==> config.mk <==
export PLATFORM = sky130hd
export DESIGN_NAME = snoc_axi_rr_arb
export DESIGN_NICKNAME = d
export VERILOG_FILES = /design/src/rtl/hydra_axi_pkg.sv /design/src/rtl/snoc_arb_pkg.sv /design/src/rtl/snoc_rr_sel.sv /design/src/rtl/snoc_axi_rr_arb.sv
export SDC_FILE = /design/constraint.sdc
export NUM_CORES = 1
export LEC_CHECK = 0
export BUFFER_PORTS_ARGS = -buffer_cell sky130_fd_sc_hd__buf_2
export CORE_AREA = 2 2 212 214
export CTS_BUF_LIST = sky130_fd_sc_hd__clkbuf_4
export DETAILED_ROUTE_END_ITERATION = 16
export DIE_AREA = 0 0 214 216
export HOLD_SLACK_MARGIN = 0.03
export MAX_ROUTING_LAYER = met4
export PLACE_DENSITY = 0.3
export SLEW_MARGIN = 20
export SYNTH_ARGS = -nofsm -noshare
export SYNTH_HDL_FRONTEND = slang
export SYNTH_SLANG_ARGS = --single-unit
==> constraint.sdc <==
create_clock -name clk -period 3.48 [get_ports clk]
set_clock_uncertainty 0.05 [all_clocks]
set_input_delay 0.348 -clock clk [delete_from_list [all_inputs] [get_ports clk]]
set_output_delay 0.348 -clock clk [all_outputs]
set_load 0.02 [all_outputs]
==> src/rtl/hydra_axi_pkg.sv <==
`default_nettype none
// ============================================================================
// Module      : hydra_axi_pkg
// Description : SNOC AXI channel payloads and the bundled request/response
//               structs (snoc_req_s / snoc_resp_s) shared by SNOC blocks.
// Revision    : 1.0  initial release
// ============================================================================
package hydra_axi_pkg;

  localparam int AXI_ID_W   = 4;
  localparam int AXI_ADDR_W = 32;
  localparam int AXI_DATA_W = 32;
  localparam int AXI_LEN_W  = 8;

  typedef struct packed {
    logic [AXI_ID_W-1:0]   id;
    logic [AXI_ADDR_W-1:0] addr;
    logic [AXI_LEN_W-1:0]  len;
  } axi_ax_s;

  typedef struct packed {
    logic [AXI_DATA_W-1:0]   data;
    logic [AXI_DATA_W/8-1:0] strb;
    logic                    last;
  } axi_w_s;

  typedef struct packed {
    logic [AXI_ID_W-1:0]   id;
    logic [AXI_DATA_W-1:0] data;
    logic [1:0]            resp;
    logic                  last;
  } axi_r_s;

  typedef struct packed {
    logic [AXI_ID_W-1:0] id;
    logic [1:0]          resp;
  } axi_b_s;

  // Master -> slave direction
  typedef struct packed {
    logic    ar_valid;
    axi_ax_s ar;
    logic    aw_valid;
    axi_ax_s aw;
    logic    w_valid;
    axi_w_s  w;
    logic    r_ready;
    logic    b_ready;
  } snoc_req_s;

  // Slave -> master direction
  typedef struct packed {
    logic   ar_ready;
    logic   aw_ready;
    logic   w_ready;
    logic   r_valid;
    axi_r_s r;
    logic   b_valid;
    axi_b_s b;
  } snoc_resp_s;

endpackage
`default_nettype wire

==> src/rtl/snoc_arb_pkg.sv <==
`default_nettype none
// ============================================================================
// Module      : snoc_arb_pkg
// Description : State encodings, grant index type and pointer helper for the
//               SNOC AXI round-robin arbiter.
// Revision    : 1.0  initial release
// ============================================================================
package snoc_arb_pkg;

  localparam int SNOC_ARB_MAX_MST = 8;

  // Index wide enough for the largest supported requester count
  typedef logic [$clog2(SNOC_ARB_MAX_MST)-1:0] gnt_idx_t;

  typedef enum logic [1:0] {
    R_IDLE = 2'd0,
    R_ADDR = 2'd1,
    R_DATA = 2'd2
  } rd_state_e;

  typedef enum logic [1:0] {
    W_IDLE = 2'd0,
    W_ADDR = 2'd1,
    W_DATA = 2'd2,
    W_RESP = 2'd3
  } wr_state_e;

  // Pointer moves to the requester after the one just served, wrapping at n-1
  function automatic gnt_idx_t snoc_arb_next_ptr(input gnt_idx_t g, input int n);
    if (int'(g) >= n - 1) begin
      return '0;
    end
    return g + gnt_idx_t'(1);
  endfunction

endpackage
`default_nettype wire

==> src/rtl/snoc_rr_sel.sv <==
`default_nettype none
// ============================================================================
// Module      : snoc_rr_sel
// Description : Combinational round-robin winner select. Searches req starting
//               at ptr, wrapping past N-1 to 0; first set bit wins.
// Ports       : req     in  N   request vector
//               ptr     in      highest-priority index
//               gnt_oh  out N   one-hot winner (0 when no request)
//               gnt_idx out     winner index
//               any     out 1   at least one request present
// Revision    : 1.0  initial release
// ============================================================================
module snoc_rr_sel
  import snoc_arb_pkg::*;
#(
  parameter int N = 2
) (
  input  logic [N-1:0] req,
  input  gnt_idx_t     ptr,
  output logic [N-1:0] gnt_oh,
  output gnt_idx_t     gnt_idx,
  output logic         any
);

  logic [N-1:0] w_hi;   // requests at or above ptr
  logic [N-1:0] w_src;  // vector the lowest-bit search runs on

  always_comb begin
    w_hi    = '0;
    gnt_oh  = '0;
    gnt_idx = '0;
    any     = |req;
    for (int i = 0; i < N; i++) begin
      w_hi[i] = req[i] && (i >= int'(ptr));
    end
    // Nothing at/above ptr means the search wraps to the bottom of req
    w_src = (|w_hi) ? w_hi : req;
    // Descending scan so the lowest set index is the final assignment
    for (int i = N - 1; i >= 0; i--) begin
      if (w_src[i]) begin
        gnt_oh    = '0;
        gnt_oh[i] = 1'b1;
        gnt_idx   = gnt_idx_t'(i);
      end
    end
  end

endmodule
`default_nettype wire

==> src/rtl/snoc_axi_rr_arb.sv <==
`default_nettype none
// ============================================================================
// Module      : snoc_axi_rr_arb
// Description : N-to-1 arbiter sharing one SNOC AXI master port. Read and
//               write paths arbitrate independently, round-robin, one
//               outstanding transaction per path, no ID remapping.
//               Optional watchdog enabled by `define SNOC_ARB_TIMEOUT_EN.
// Ports       : clk, rst     clock / synchronous active-high reset
//               s_req_i      in  N_MST upstream requests
//               s_resp_o     out N_MST upstream responses
//               m_req_o      out downstream request
//               m_resp_i     in  downstream response
//               rd_gnt_o     out one-hot read grant (0 when idle)
//               wr_gnt_o     out one-hot write grant (0 when idle)
//               timeout_o    out sticky watchdog flag (SNOC_ARB_TIMEOUT_EN)
// Revision    : 1.0  initial release
// ============================================================================
module snoc_axi_rr_arb
  import hydra_axi_pkg::*;
  import snoc_arb_pkg::*;
#(
  parameter int N_MST       = 2,
  parameter int TIMEOUT_CYC = 1024
) (
  input  logic                    clk,
  input  logic                    rst,
  input  snoc_req_s  [N_MST-1:0]  s_req_i,
  output snoc_resp_s [N_MST-1:0]  s_resp_o,
  output snoc_req_s               m_req_o,
  input  snoc_resp_s              m_resp_i,
  output logic       [N_MST-1:0]  rd_gnt_o,
`ifdef SNOC_ARB_TIMEOUT_EN
  output logic                    timeout_o,
`endif
  output logic       [N_MST-1:0]  wr_gnt_o
);

  if (N_MST < 2 || N_MST > SNOC_ARB_MAX_MST || TIMEOUT_CYC < 1) begin : g_bad_cfg
    $error("snoc_axi_rr_arb: N_MST must be 2..8 and TIMEOUT_CYC >= 1");
  end

  // --------------------------------------------------------------------------
  // State
  // --------------------------------------------------------------------------
  rd_state_e            r_rd_st, w_rd_st_nxt;
  wr_state_e            r_wr_st, w_wr_st_nxt;
  gnt_idx_t             r_rd_g, r_wr_g;      // index of current/last holder
  gnt_idx_t             r_rd_ptr, r_wr_ptr;  // round-robin priority pointer
  logic     [N_MST-1:0] r_rd_gnt, r_wr_gnt;

  logic     [N_MST-1:0] w_ar_req, w_aw_req;
  logic     [N_MST-1:0] w_rd_sel_oh, w_wr_sel_oh;
  gnt_idx_t             w_rd_sel_idx, w_wr_sel_idx;
  logic                 w_rd_any, w_wr_any;

  // Fields of the selected requester (mux on registered index)
  axi_ax_s w_rd_ar, w_wr_aw;
  axi_w_s  w_wr_w;
  logic    w_rd_ar_valid, w_rd_r_ready;
  logic    w_wr_aw_valid, w_wr_w_valid, w_wr_b_ready;

  logic    w_ar_hs, w_r_hs, w_aw_hs, w_w_hs, w_b_hs;

  // --------------------------------------------------------------------------
  // Request vectors and grant-holder mux
  // --------------------------------------------------------------------------
  always_comb begin
    w_ar_req      = '0;
    w_aw_req      = '0;
    w_rd_ar       = '0;
    w_rd_ar_valid = 1'b0;
    w_rd_r_ready  = 1'b0;
    w_wr_aw       = '0;
    w_wr_aw_valid = 1'b0;
    w_wr_w        = '0;
    w_wr_w_valid  = 1'b0;
    w_wr_b_ready  = 1'b0;
    for (int i = 0; i < N_MST; i++) begin
      w_ar_req[i] = s_req_i[i].ar_valid;
      w_aw_req[i] = s_req_i[i].aw_valid;
      if (r_rd_g == gnt_idx_t'(i)) begin
        w_rd_ar       = s_req_i[i].ar;
        w_rd_ar_valid = s_req_i[i].ar_valid;
        w_rd_r_ready  = s_req_i[i].r_ready;
      end
      if (r_wr_g == gnt_idx_t'(i)) begin
        w_wr_aw       = s_req_i[i].aw;
        w_wr_aw_valid = s_req_i[i].aw_valid;
        w_wr_w        = s_req_i[i].w;
        w_wr_w_valid  = s_req_i[i].w_valid;
        w_wr_b_ready  = s_req_i[i].b_ready;
      end
    end
  end

  snoc_rr_sel #(.N(N_MST)) u_rd_sel (
    .req     (w_ar_req),
    .ptr     (r_rd_ptr),
    .gnt_oh  (w_rd_sel_oh),
    .gnt_idx (w_rd_sel_idx),
    .any     (w_rd_any)
  );

  snoc_rr_sel #(.N(N_MST)) u_wr_sel (
    .req     (w_aw_req),
    .ptr     (r_wr_ptr),
    .gnt_oh  (w_wr_sel_oh),
    .gnt_idx (w_wr_sel_idx),
    .any     (w_wr_any)
  );

  // --------------------------------------------------------------------------
  // Downstream request: payload always from holder, valids gated by state
  // --------------------------------------------------------------------------
  always_comb begin
    m_req_o          = '0;
    m_req_o.ar       = w_rd_ar;
    m_req_o.ar_valid = (r_rd_st == R_ADDR) && w_rd_ar_valid;
    m_req_o.r_ready  = (r_rd_st == R_DATA) && w_rd_r_ready;
    m_req_o.aw       = w_wr_aw;
    m_req_o.aw_valid = (r_wr_st == W_ADDR) && w_wr_aw_valid;
    m_req_o.w        = w_wr_w;
    m_req_o.w_valid  = (r_wr_st == W_DATA) && w_wr_w_valid;
    m_req_o.b_ready  = (r_wr_st == W_RESP) && w_wr_b_ready;
  end

  assign w_ar_hs = m_req_o.ar_valid && m_resp_i.ar_ready;
  assign w_r_hs  = m_resp_i.r_valid && m_req_o.r_ready;
  assign w_aw_hs = m_req_o.aw_valid && m_resp_i.aw_ready;
  assign w_w_hs  = m_req_o.w_valid  && m_resp_i.w_ready;
  assign w_b_hs  = m_resp_i.b_valid && m_req_o.b_ready;

  // --------------------------------------------------------------------------
  // Upstream responses: only the grant holder sees anything non-zero
  // --------------------------------------------------------------------------
  always_comb begin
    s_resp_o = '0;
    for (int i = 0; i < N_MST; i++) begin
      if (r_rd_gnt[i]) begin
        s_resp_o[i].ar_ready = (r_rd_st == R_ADDR) && m_resp_i.ar_ready;
        s_resp_o[i].r_valid  = (r_rd_st == R_DATA) && m_resp_i.r_valid;
        s_resp_o[i].r        = m_resp_i.r;
      end
      if (r_wr_gnt[i]) begin
        s_resp_o[i].aw_ready = (r_wr_st == W_ADDR) && m_resp_i.aw_ready;
        s_resp_o[i].w_ready  = (r_wr_st == W_DATA) && m_resp_i.w_ready;
        s_resp_o[i].b_valid  = (r_wr_st == W_RESP) && m_resp_i.b_valid;
        s_resp_o[i].b        = m_resp_i.b;
      end
    end
  end

  // --------------------------------------------------------------------------
  // Read FSM
  // --------------------------------------------------------------------------
  always_comb begin
    w_rd_st_nxt = r_rd_st;
    case (r_rd_st)
      R_IDLE:  if (w_rd_any) w_rd_st_nxt = R_ADDR;
      R_ADDR:  if (w_ar_hs) w_rd_st_nxt = R_DATA;
      R_DATA:  if (w_r_hs && m_resp_i.r.last) w_rd_st_nxt = R_IDLE;
      default: w_rd_st_nxt = R_IDLE;
    endcase
  end

  always_ff @(posedge clk) begin
    if (rst) begin
      r_rd_st  <= R_IDLE;
      r_rd_g   <= '0;
      r_rd_gnt <= '0;
      r_rd_ptr <= '0;
    end else begin
      r_rd_st <= w_rd_st_nxt;
      if (r_rd_st == R_IDLE && w_rd_any) begin
        r_rd_g   <= w_rd_sel_idx;
        r_rd_gnt <= w_rd_sel_oh;
      end
      if (r_rd_st == R_DATA && w_rd_st_nxt == R_IDLE) begin
        r_rd_gnt <= '0;
        r_rd_ptr <= snoc_arb_next_ptr(r_rd_g, N_MST);
      end
    end
  end

  // --------------------------------------------------------------------------
  // Write FSM
  // --------------------------------------------------------------------------
  always_comb begin
    w_wr_st_nxt = r_wr_st;
    case (r_wr_st)
      W_IDLE:  if (w_wr_any) w_wr_st_nxt = W_ADDR;
      W_ADDR:  if (w_aw_hs) w_wr_st_nxt = W_DATA;
      W_DATA:  if (w_w_hs && m_req_o.w.last) w_wr_st_nxt = W_RESP;
      W_RESP:  if (w_b_hs) w_wr_st_nxt = W_IDLE;
      default: w_wr_st_nxt = W_IDLE;
    endcase
  end

  always_ff @(posedge clk) begin
    if (rst) begin
      r_wr_st  <= W_IDLE;
      r_wr_g   <= '0;
      r_wr_gnt <= '0;
      r_wr_ptr <= '0;
    end else begin
      r_wr_st <= w_wr_st_nxt;
      if (r_wr_st == W_IDLE && w_wr_any) begin
        r_wr_g   <= w_wr_sel_idx;
        r_wr_gnt <= w_wr_sel_oh;
      end
      if (r_wr_st == W_RESP && w_wr_st_nxt == W_IDLE) begin
        r_wr_gnt <= '0;
        r_wr_ptr <= snoc_arb_next_ptr(r_wr_g, N_MST);
      end
    end
  end

  assign rd_gnt_o = r_rd_gnt;
  assign wr_gnt_o = r_wr_gnt;

`ifdef SNOC_ARB_TIMEOUT_EN
  // --------------------------------------------------------------------------
  // Watchdog: counts cycles without progress on each busy path. Only raises a
  // flag; the FSMs keep waiting for the real response.
  // --------------------------------------------------------------------------
  localparam int CW = $clog2(TIMEOUT_CYC + 1);

  logic [CW-1:0] r_rd_cnt, r_wr_cnt;
  logic          r_timeout;
  logic          w_rd_clr, w_wr_clr;

  assign w_rd_clr = (r_rd_st == R_IDLE) || w_ar_hs || w_r_hs;
  assign w_wr_clr = (r_wr_st == W_IDLE) || w_aw_hs || w_w_hs || w_b_hs;

  always_ff @(posedge clk) begin
    if (rst) begin
      r_rd_cnt  <= '0;
      r_wr_cnt  <= '0;
      r_timeout <= 1'b0;
    end else begin
      if (w_rd_clr) begin
        r_rd_cnt <= '0;
      end else if (r_rd_cnt != CW'(TIMEOUT_CYC)) begin
        r_rd_cnt <= r_rd_cnt + 1'b1;
      end
      if (w_wr_clr) begin
        r_wr_cnt <= '0;
      end else if (r_wr_cnt != CW'(TIMEOUT_CYC)) begin
        r_wr_cnt <= r_wr_cnt + 1'b1;
      end
      if (r_rd_cnt == CW'(TIMEOUT_CYC) || r_wr_cnt == CW'(TIMEOUT_CYC)) begin
        r_timeout <= 1'b1;
      end
    end
  end

  assign timeout_o = r_timeout;
`endif

endmodule
`default_nettype wire

# After elaboration in Yosys (flattened, before gate mapping)
# Cells that the tools add are included.
# classes
eq_ne	7
reduce_logical	37
mux	53
n_lt_le_gt_ge	6
add_sub_neg	2
# op_table
op	count
44-bit 2-to-1 mux	4
40-bit 2-to-1 mux	2
37-bit 2-to-1 mux	2
2-bit 2-to-1 mux	15
1-bit logical AND	25
1-bit 2-to-1 mux	22
7-bit 2-to-1 mux	2
1-bit by 3-bit >= comparator with 1-bit output (first input constant)	4
3-bit 2-to-1 mux	4
2-bit OR reduction	6
2-bit zero test	4
2-bit case mux with 4 select lines	1
3-bit by 1-bit adder with 3-bit output (second input constant)	2
2-bit equality test (second input constant)	3
3-bit by 1-bit equality test with 1-bit output (second input constant)	2
3-bit by 1-bit >= comparator with 1-bit output (second input constant)	2
3-bit zero test	2
2-bit case mux with 3 select lines	1
2-bit by 1-bit equality test with 1-bit output (second input constant)	2
# word_totals
regBits	20
out_inout_bits	234
word_cells	113
input_bits	312

# Depth between registers and ports, before layout
# Gate-level depths: netlist (run 1).
# logic_depth
ltp_word	13
ltp_mapped	5
mapped_depth_nobuf	3

# By module
# A second synthesis (run 1) with hierarchy kept.
# hier_totals
hier_cells	415
hier_area_um2	3221.8
# modules_own_cells
mod	cells_per_inst	n_inst	area_per_inst_um2
snoc_axi_rr_arb	397	1	3099.2
snoc_rr_sel	9	2	61.3

# Worst setup path before layout (run 1)
# Ideal clock, no wire load.
# synth_path
path_kind	reg-to-output
start	register r_wr_g[0]
end	output m_req_o[14] (netlist name)
arrival_time_ns	1.296
path_slack_ns	1.786
n_path_buf	3
stages_incl_launch_ff	5
cell_sequence	dfxtp_1 buf_6 clkbuf_1 buf_2 mux2_2
# synth_lines
item	line	source
start, declared	snoc_axi_rr_arb.sv:47	gnt_idx_t r_rd_g, r_wr_g;
start signal, assigned	snoc_axi_rr_arb.sv:208	r_wr_g <= w_wr_sel_idx;
end, declared	snoc_axi_rr_arb.sv:29	output snoc_req_s m_req_o,

==> results of run 1 <==
cell usage in the layout (no fill, tap or decap), drive strengths merged, types with 4 or more instances in the layout:
cell | Yosys | routed
dfxtp | 12 | 12
a21oi | 6 | 6
nand2 | 6 | 6
buf | 16 | 549
and2 | 93 | 93
diode | 0 | 16
clkbuf | 9 | 4
inv | 4 | 4
nand2b | 6 | 6
nor2 | 7 | 7
nor3 | 5 | 5
mux2i | 5 | 5
mux2 | 125 | 125
through the flow:
stage | cells | cell area [um2] | total power (uW)
global placement | 1439 | 6170 | 1110
CTS | 1443 | 6200 | 1220
floorplan | 323 | 2780 | 669
detailed placement | 1439 | 6170 | 1100
finish | 1459 | 6240 | 1190
global route | 1448 | 6210 | 1290
logic make-up after synthesis:
group,count (synthesis),synth area share [%]
AND/OR/NAND/NOR,136,29.8
AO/OA/AOI/OAI,16,4.01
buffers and inverters,29,4.82
multiplexers,130,52.7
flip-flops,12,8.66
final cells by class:
class / instances / share of cell area, %
inverter: 4 / 0.241
sequential: 12 / 3.93
tap: 592 / 11.9
antenna: 16 / 0.641
clock buffer: 4 / 0.481
multi-input combinational: 282 / 38.5
timing repair buffer: 549 / 44.4
metal layers:
| metal | up-vias | routed length, um | part of all wire (%) |
|---|---|---|---|
| met5 | - | 0 | 0 |
| met4 | 0 | 761 | 3.1 |
| met3 | 24 | 2120 | 8.7 |
| met2 | 322 | 12600 | 51 |
| met1 | 2054 | 9070 | 37 |
| li1 | 2203 | - | - |
registers in the layout, indices dropped and copies added (netlist names):
register  cells
r_wr_ptr      1
r_rd_g        1
r_rd_ptr      1
rd_gnt_o      2
r_wr_g        1
wr_gnt_o      2
r_rd_st       2
r_wr_st       2
worst register-to-register path, cell delays in order (launching register included):
cell and delay [ps]:
dfxtp_4 630, mux2i_1 520, o21ai_0 180, a311oi_2 270
path summary, 6_finish.rpt:
path,from,to,slack (ps),cells after the start
worst max register to register,r_wr_g[0],r_wr_st[0],1760,3
worst min register to register,rd_gnt_o[1],rd_gnt_o[1],420,2
worst max-delay path,r_rd_g[0],m_req_o[127],1040,3
worst min-delay path,s_req_i[259],r_rd_st[0],290,2
power by group:
part,switching (uW),leakage [uW],internal (uW)
Clock,61.2,0.0000185,52.4
Combinational,501,0.00318,405
Sequential,28.3,0.0000997,147
Total,590,0.00330,604
==> reports/qor.csv, run 1 <==
metric,value,unit
vias post-DR,4603,
fmax,0.410,GHz
Layout Nets,1164,
die span in x,214,um
post-synthesis cell count,323,
syn_nets,635,
Main synth FF type,dfxtp_1,
"FFs w/ async S/R, synth",0,%
Critical Path End Type,output pin,
Post-CTS Repair Setup Buffers,0,
met2 Track Usage GR,18.9,%
multi-input logic area,0.00240,mm2
worst path arrival time,2040,ps
DR iter-0 viols,146,
critical path cell sequence,buf_4 -> mux2_2 -> buf_2,
GRT met1 Usage,10.3,%
clk sink count,12,
PD cells,191,mW/mm2
Final period util,70.1,%
"Avg Cell Area, Syn",8.59,um2
slowest stage cell on the critical path,dfxtp_2,
largest area contributor in the netlist,mux2_2,
deepest clock path buffer count,2,
element type at the critical path start,flip-flop,
M3 GR Usage,3.38,%
Worst slew margin,63.0,%
CTS buffer count,3,
core area,0.0438,mm2
CP top delay family,flip-flops,
post-synthesis sequential element count,12,
# resized after CTS,0,
Final min period,2440,ps
per-cell routed wire length,16.8,um
worst path required time,3080,ps
Max Slew Vio Count,0,
share of cells above drive strength 1,80.3,%
FF/Latch Area,245,um2
commonest cells in the netlist,"mux2_2 (124), and2_1 (93), buf_2 (14)",
setup TNS,0,ps
final core utilization,14.2,%
worst vdd ir,62.6,uV
pre-CTS WS,1310,ps
Top-Level Pins,546,
largest cells by area after synthesis,"mux2_2 (50%), and2_1 (21%), dfxtp_1 (8.7%), buf_2 (2.5%), mux2i_1 (1.8%)",
Final HPWL DP,22400,um
cell area after synthesis,0.00278,mm2
RSZ-0062 raised after global routing,false,
top cell type's share of synthesized area,50.3,%
"Reg clk slew, reported paths",90,ps
Yosys warnings,0,
GRT Max-Usage Layer,met2,
Final GP Congestion,0.838,
most frequent cell after synthesis,mux2_2,
Post-route DRC,0,
CTS H-Tree Depth,1,
Static Leakage,0.00330,uW
HP Class,in -> reg,
full die area,0.0462,mm2
sequential share of the synthesized area,8.66,%
worst-path fanout max,28,
Root Buffer,clkbuf_4,
die height,216,um
first-pass GRT wire length,32600,um
"Hold Vio Cnt, Final",0,
number of global-route vias before repair,4641,
Area Growth Syn to Fin,125,%
PortBufs,545,
GRT Overall Usage,10.1,%
MaxCap Viol Count,0,
post-route ant nets,0,
clock latency at the later pin of the worst-skew pair,290,ps
critical path type,reg -> out,
Routed WL,24500,um
Synth cell types,33,
Setup WS post-layout,1040,ps
CTS tree,built,
worst slew pin tran,555,ps
# setup viols final,0,
Hold Buf Count CTS,0,
initial antenna violation count,18,
Initial Util,6.33,%
num rows,77,
drt pass-1 iters,4,
largest net degree at the start of global routing,59,
hold_ws,292,ps
Fill cells,5089,
number of synthesized flops with an enable pin,0,
grt total ovfl,0,
status,"finished, final reports clean",
crit-path max cell delay,690,ps
crit path buf inv count,2,
Vias/cell,3.15,
(Power assumes the default switching activity.)
==> inputs of run 2 (changes only) <==
CORE_AREA = 2 2 210 212   (was 2 2 212 214)
DIE_AREA = 0 0 212 214   (was 0 0 214 216)
clock period = 2.08 ns   (was 3.48 ns; I/O delays follow)
==> run 2 against run 1 <==
  * Wire length shrank 7.1%
  * Cell area is 1.7% higher
  * Non-clock buffer count up 15
  * Clock-buffer cell count stayed put
  * Largest cell class unchanged
  * Setup slack got worse by 900 ps
  * Critical path depth stayed put
  * Utilization grew 0.57 points
  * Highest routed layer unchanged
==> reports/qor.csv, run 2 (synthesis gave the netlist of run 1 again) <==
metric,value,unit,change
status,"finished, final reports clean",,
GRT met1 Usage,9.51,%,-0.83 points
Initial Util,6.47,%,+0.14 points
Area Growth Syn to Fin,129,%,
deepest clock path buffer count,2,,unchanged
die height,214,um,-0.93%
Root Buffer,clkbuf_4,,
Top-Level Pins,546,,unchanged
# setup viols final,0,,unchanged
"Reg clk slew, reported paths",100,ps,about the same
die span in x,212,um,-0.93%
Worst slew margin,72.7,%,+9.7 points
GRT Max-Usage Layer,met2,,
worst-path fanout max,43,,+54%
largest net degree at the start of global routing,44,,-25%
"commonest non-fill, non-tap cell in the layout",buf_2,,
HP Class,in -> reg,,
GRT Overall Usage,9.56,%,-0.53 points
final std cells w/o fill,1461,,+0.14%
Static Leakage,0.00339,uW,+2.6%
CTS H-Tree Depth,1,,unchanged
Final min period,1940,ps,
fmax,0.517,GHz,
HP Start,s_req_i[259],,
clock latency at the later pin of the worst-skew pair,300,ps,about the same
worst slew pin tran,399,ps,-157 ps
Final HPWL DP,20700,um,-7.5%
worst vdd ir,92.5,uV,+48%
core area,0.0429,mm2,-2.2%
"setup slack, reg-to-reg",260,ps,-1500 ps
worst hold endpoint,r_rd_st[0],,
M3 GR Usage,1.76,%,-1.6 points
r2r endpoint,r_wr_st[0],,
worst path required time,1820,ps,-1260 ps
post-route ant nets,0,,unchanged
initial antenna violation count,18,,unchanged
per-cell routed wire length,15.6,um,-7.2%
vias post-DR,4538,,-1.4%
setup TNS,0,ps,unchanged
full die area,0.0454,mm2,-1.9%
share of cells above drive strength 1,80.6,%,+0.34 points
DP Cell Count,1435,,-0.28%
MaxCap Viol Count,0,,unchanged
grt total ovfl,0,,unchanged
met2 Track Usage GR,19.0,%,+0.087 points
Critical Path End Type,output pin,,
RSZ-0062 raised after global routing,false,,
element type at the critical path start,flip-flop,,
PD cells,313,mW/mm2,+64%
worst hold stages,2,,unchanged
Fill cells,5010,,-1.6%
FF-to-FF Start,r_wr_g[0],,
num rows,76,,-1.3%
critical path type,reg -> out,,
reg2reg path depth,5,,+2
Final period util,93.1,%,
CTS buffer count,3,,unchanged
DR iter-0 viols,79,,-46%
worst path arrival time,1680,ps,-360 ps
most frequent cells in the layout,"buf_2 (545), mux2_2 (124), and2_1 (93)",,
PortBufs,545,,unchanged
Vias/cell,3.11,,-1.5%
first-pass GRT wire length,30100,um,-7.6%
Post-route DRC,0,,unchanged
CTS tree,built,,
# resized after CTS,0,,unchanged
"Hold Vio Cnt, Final",0,,unchanged
Layout Nets,1179,,+1.3%
Max Slew Vio Count,0,,unchanged
Hold Buf Count CTS,0,,unchanged
Routed WL,22800,um,-7.1%
Final GP Congestion,0.807,,-3.8%
drt pass-1 iters,4,,unchanged
number of global-route vias before repair,4374,,-5.8%
clk sink count,12,,unchanged
==> run 2: changes by cell type in the layout (fill, tap and decap cells not counted), sizes merged <==
cell / previous run / this run
buf: 549 / 564
diode: 16 / 10
==> run 2: layer usage <==
metal	share of wire (%)	vias to the layer above
met4	2.8	0
li1	-	2226
met5	0	-
met2	54	314
met3	7.4	32
met1	36	1966
==> run 2: worst max-delay path by stage <==
stage,depth (start not counted),start,endpoint
floorplan,4,r_wr_g[0],m_req_o[14]
global placement,3,r_wr_g[0],m_req_o[63]
detailed placement,3,r_wr_g[0],m_req_o[82]
global route,3,r_wr_g[0],m_req_o[82]
finish,3,r_wr_g[0],m_req_o[82]
CTS,3,r_wr_g[0],m_req_o[82]
==> run 2: layout make-up <==
type / instances / area (um2) / share of cell area (%)
Timing Repair Buffer: 564 / 2900 / 45.7
Inverter: 4 / 15.0 / 0.236
Antenna cell: 10 / 25.0 / 0.394
Clock buffer: 4 / 30.0 / 0.473
Tap cell: 585 / 732 / 11.5
Multi-Input combinational cell: 282 / 2400 / 37.8
Sequential cell: 12 / 245 / 3.86
==> run 2: repair_timing <==
action | CTS | global route
hold endpoints to repair | 0 | 0
setup buffers | 1 | 11
cloned | 0 | 0
setup endpoints to repair | 49 | 2
==> run 2: through the flow <==
stage,util [%],hold WS [ps],instance area [um2],setup slack [ps],power (uW)
2_1_floorplan,-,303,2780,526,1120
3_3_place_gp,14.5,422,6200,311,1820
3_5_place_dp,14.5,421,6200,266,1810
4_1_cts,14.6,128,6240,49.9,2020
5_1_grt,14.8,130,6330,44.7,2140
6_report,14.8,147,6350,144,1990
==> run 2: power breakdown <==
part	leakage, uW	internal, uW	switching (uW)	total, uW
clock network	0.0000185	87.7	97.0	185
registers	0.0000997	246	37.5	283
logic	0.00327	703	819	1520
total	0.00339	1040	954	1990
==> run 2: critical path: stages, from the launching register on <==
cell and delay (ps):
dfxtp_4 500, buf_12 270, mux2_2 390, buf_2 170
